===== src/rtl/rv_pkg.sv =====
// Shared RV32I pipeline definitions: datapath sizes and writeback source encodings
// used by the decoder, the EX/MEM and MEM/WB registers, and the writeback stage.
package rv_pkg;

  localparam int XLEN   = 32;
  localparam int NREG   = 32;
  localparam int REG_AW = 5;

  typedef enum logic [1:0] {
    WB_SRC_ALU   = 2'b00,
    WB_SRC_MEM   = 2'b01,
    WB_SRC_PC4   = 2'b10,
    WB_SRC_PCIMM = 2'b11
  } wb_src_e;

endpackage


===== src/rtl/rv_regfile.sv =====
// Integer register file with two combinational read ports; write lands at the next edge
// and is visible to readers in the same cycle through write-through bypass.
module rv_regfile
  import rv_pkg::*;
#(
  parameter int XLEN = rv_pkg::XLEN,
  parameter int NREG = rv_pkg::NREG
) (
  input  logic              clk,
  input  logic              rst,
  input  logic              we,
  input  logic [REG_AW-1:0] waddr,
  input  logic [XLEN-1:0]   wdata,
  input  logic [REG_AW-1:0] raddr1,
  input  logic [REG_AW-1:0] raddr2,
  output logic [XLEN-1:0]   rdata1,
  output logic [XLEN-1:0]   rdata2
);

  logic [XLEN-1:0] regs [NREG];
  logic            wr_ok;

  // x0 is never stored, so a write aimed at it neither updates nor bypasses.
  assign wr_ok = we && (waddr != '0);

  always_ff @(posedge clk) begin
    if (rst) begin
      for (int i = 0; i < NREG; i++) regs[i] <= '0;
    end else if (wr_ok) begin
      regs[waddr] <= wdata;
    end
  end

  always_comb begin
    rdata1 = '0;
    rdata2 = '0;
    if (raddr1 != '0) rdata1 = (wr_ok && raddr1 == waddr) ? wdata : regs[raddr1];
    if (raddr2 != '0) rdata2 = (wr_ok && raddr2 == waddr) ? wdata : regs[raddr2];
  end

endmodule


===== src/rtl/wb_stage.sv =====
// Writeback stage: selects the W result, commits it once per instruction (0-cycle bypass,
// 1 edge to storage); wb_hold repeats are suppressed via the commit-once flag.
module wb_stage
  import rv_pkg::*;
#(
  parameter int XLEN = rv_pkg::XLEN,
  parameter int NREG = rv_pkg::NREG
) (
  input  logic              clk,
  input  logic              rst,
  input  logic              wb_hold,
  input  logic              reg_writeW,
  input  logic [1:0]        reg_srcW,
  input  logic [XLEN-1:0]   lwd,
  input  logic [XLEN-1:0]   rlt_outW,
  input  logic [REG_AW-1:0] rd_outW,
  input  logic [XLEN-1:0]   pc_4W,
  input  logic [XLEN-1:0]   pc_immW,
  input  logic [REG_AW-1:0] rs1_addr,
  input  logic [REG_AW-1:0] rs2_addr,
  output logic [XLEN-1:0]   rs1_data,
  output logic [XLEN-1:0]   rs2_data,
  output logic              wb_we,
  output logic [REG_AW-1:0] wb_rd,
  output logic [XLEN-1:0]   wb_data,
  output logic [31:0]       wb_count
);

  logic        committed_q;
  logic [31:0] count_q;

  always_comb begin
    wb_data = rlt_outW;
    case (wb_src_e'(reg_srcW))
      WB_SRC_ALU:   wb_data = rlt_outW;
      WB_SRC_MEM:   wb_data = lwd;
      WB_SRC_PC4:   wb_data = pc_4W;
      WB_SRC_PCIMM: wb_data = pc_immW;
      default:      wb_data = rlt_outW;
    endcase
  end

  // A held cycle means the next W contents repeat this one, so the flag blocks re-commit.
  assign wb_we    = reg_writeW & (rd_outW != '0) & ~committed_q & ~rst;
  assign wb_rd    = rd_outW;
  assign wb_count = count_q;

  always_ff @(posedge clk) begin
    if (rst) begin
      committed_q <= 1'b0;
      count_q     <= '0;
    end else begin
      committed_q <= wb_hold;
      if (wb_we) count_q <= count_q + 32'd1;
    end
  end

  rv_regfile #(
    .XLEN (XLEN),
    .NREG (NREG)
  ) u_regfile (
    .clk    (clk),
    .rst    (rst),
    .we     (wb_we),
    .waddr  (rd_outW),
    .wdata  (wb_data),
    .raddr1 (rs1_addr),
    .raddr2 (rs2_addr),
    .rdata1 (rs1_data),
    .rdata2 (rs2_data)
  );

endmodule


===== config.mk =====
export PLATFORM = sky130hd
export DESIGN_NAME = wb_stage
export DESIGN_NICKNAME = d
export VERILOG_FILES = /design/src/rtl/rv_pkg.sv /design/src/rtl/rv_regfile.sv /design/src/rtl/wb_stage.sv
export SDC_FILE = /design/constraint.sdc
export NUM_CORES = 2
export LEC_CHECK = 0
export BUFFER_PORTS_ARGS = -buffer_cell sky130_fd_sc_hd__clkbuf_2
export CORE_UTILIZATION = 25
export CTS_CLUSTER_SIZE = 14
export DETAILED_ROUTE_END_ITERATION = 8
export SLEW_MARGIN = 20
export SYNTH_ARGS = -nofsm -noshare
export SYNTH_HDL_FRONTEND = slang
export SYNTH_SLANG_ARGS = --single-unit

===== constraint.sdc =====
create_clock -name clk -period 3.5 [get_ports clk]
set_input_delay 0.35 -clock clk [delete_from_list [all_inputs] [get_ports clk]]
set_output_delay 0.35 -clock clk [all_outputs]
set_load 0.02 [all_outputs]

==> flow_metrics.tcl <==
set metrics [dict create \
    coreArea_um2 219700 \
    dieHeight_um 472.1 \
    synth.top_cells.by_area "edfxtp_1 (56%), mux4_2 (22%), nor2_1 (7.0%), mux2i_1 (2.1%), clkbuf_1 (1.9%)" \
    dp_hpwl_mm 142.7 \
    fin_ws_ps 79.88 \
    synth.distinct_cells 55 \
    holdWs_ps 188.9 \
    cap_violations 0 \
    ys_ff_latch 1057 \
    synthArstFlopShare 0 \
    seq_area_um2 31410 \
    setup_tns_ps 0 \
    crit_path_end_kind "output port" \
    rsz0062_at_grt "no" \
    netlist_top_cells_count "nor2_1 (1031), edfxtp_1 (1024), mux4_2 (543)" \
    drt_wl_total_mm 224.9 \
    cts_sinks 1057 \
    start_util 0.2514 \
    rows 172 \
    syn_area_per_cell_um2 14.35 \
    clk_path_buf_depth 3 \
    fp.dieW_um 472.1 \
    cts_tree "done" \
    relSlewSlack 0.3580 \
    yosys_warnings 0 \
    grt_max_degree 55 \
    fmax_mhz 292.4 \
    grt_use_total 0.1964 \
    worstSetupPathType "reg2out" \
    area_delta_synth_final_pct 20.38 \
    synth-edff-count 1024 \
    synth-main-ff-cell "edfxtp_1" \
    synth_top_cell_area_share 0.5567 \
    drt_iter0_drc 6287 \
    vias_per_cell 5.468 \
    start_kind "register" \
    worst_pin_slew_ps 962.9 \
    root_buffer "clkbuf_16" \
    postRouteAntennaNets 0 \
    worstHoldPathCells 4 \
    arrival_ps 3070 \
    cts_buffers 114 \
    post-route-util 0.3026 \
    drc_errors 0 \
    clock_skew_ps 24.53 \
    min_period_over_period 0.9772 \
    grt_pass1_wl_mm 307.6 \
    fill_cells 21790 \
    antenna_found_initial 3 \
    firstDrtPassIters 5 \
    place.gp.congestion 0.9214 \
    drive_gt1_frac 0.3539 \
    layout_min_cycle_time_ps 3420 \
    p_leak_nw 24.63 \
    cp_max_fo 2 \
    slew_violations 0 \
    route.vias.total 39770 \
    yosysMostFrequentCell "nor2_1" \
    status "finished, final reports clean" \
    grt_pass1_vias 39390 \
    wl_per_cell_um 30.92 \
    die_area_um2 222800 \
    htree_levels 3 \
    port_buffers 282 \
    ir_worst_vdd_mv 0.4069 \
    hold_path.class "in2reg" \
    multi_input_area_um2 22480 \
    nets 4358 \
    insertion_delay_ps 770 \
    pre_cts_ws_ps -37.25 \
    setup_viol 0 \
    clkTransAtPathRegs_ps 60 \
    syn_inst 3850 \
    yosysSeqAreaShare 0.5686 \
    rr_worst_depth 6 \
    ios 283 \
    power.density_nw_per_um2 467.2 \
    required_ps 3150 \
    syn-cell-area_um2 55240 \
    yosysTopAreaCell "edfxtp_1" \
    hold_viol 0 \
    grt_overflow_total 0 \
]
final timing paths:
kind	startpoint	end	slack [ps]
worst max-delay path	u_regfile.regs[30][28]$_SDFFCE_PN0P_	rs2_data[28]	80
worst min-delay path	pc_4W[13]	u_regfile.regs[18][13]$_SDFFCE_PN0P_	190
worst max register to register	committed_q$_SDFF_PP0_	u_regfile.regs[2][26]$_SDFFCE_PN0P_	920
worst min register to register	wb_count[31]$_SDFFE_PP0N_	wb_count[31]$_SDFFE_PP0N_	470
power breakdown:
group	internal, W	switching [W]	total (W)
Clock	0.00701	0.00536	0.0124
Combinational	0.00159	0.00270	0.00429
Sequential	0.0142	0.000190	0.0144
Total	0.0228	0.00825	0.0311
placed cells by master, fill, tap and decap left out, drive strengths merged, types with 35 or more instances in the layout:
cell / n
nor2: 1031
edfxtp: 1024
mux4: 543
clkbuf: 403
buf: 349
mux2i: 116
a211oi: 96
o21ai: 91
a22oi: 87
nand2: 83
clkinv: 60
inv: 44
nand2b: 35
state kept, by name, indices dropped and copies added, names as in the netlist:
name,flops
u_regfile.regs,1024
wb_count,32
committed_q,1
cells by family after synthesis:
family / after synthesis / share of synthesized area
AND/OR/NAND/NOR: 1275 / 0.09443
flip-flops: 1057 / 0.5686
multiplexers: 691 / 0.2489
buffers and inverters: 453 / 0.03681
AO/OA/AOI/OAI: 338 / 0.04551
XOR/XNOR: 34 / 0.005391
adder cells (fa/ha/maj): 1 / 0.0002265
other: 1 / 0.00006789
timing repair:
action	4_1_cts	5_1_grt
setup endpoints to repair	21	4
hold endpoints to repair	3	0
gates resized for setup	14	4
hold buffers	2	0
buffers inserted	0	3
gates cloned	0	1
pin swaps	4	5
final cells by class:
cell class,count,area share
antenna,10,0.0003763
clock buffer,130,0.04380
clock inverter,82,0.01259
inverter,40,0.002258
multi-input combinational,2371,0.3380
sequential,1057,0.4724
tap,2958,0.05566
timing repair buffer,624,0.07496
critical path, stage by stage (launching register included):
cell	delay, ps
edfxtp_1	410
mux4_2	490
mux4_2	520
a211oi_1	440
buf_4	190
a211oi_2	60
clkbuf_2	210
metal layers:
metal / part of all wire / up-vias / track usage / routed length, µm
met5: 0 / - / 0 / 0
met4: 0.066 / 0 / 0.1141 / 14940
met3: 0.12 / 661 / 0.04378 / 27310
met2: 0.47 / 3099 / 0.3174 / 105400
met1: 0.34 / 20480 / 0.2408 / 77190
li1: - / 15520 / - / -
per-stage QoR:
step	cells	cell area [µm²]	total power [W]
after detailed placement	7044	62560	0.01892
after global routing	7271	66500	0.03172
final	7272	66500	0.03107
after CTS	7258	66400	0.03107
after floorplan	3881	55350	0.01693
after global placement	7043	62530	0.01886
Note: power is estimated with default switching activity, not from simulation.
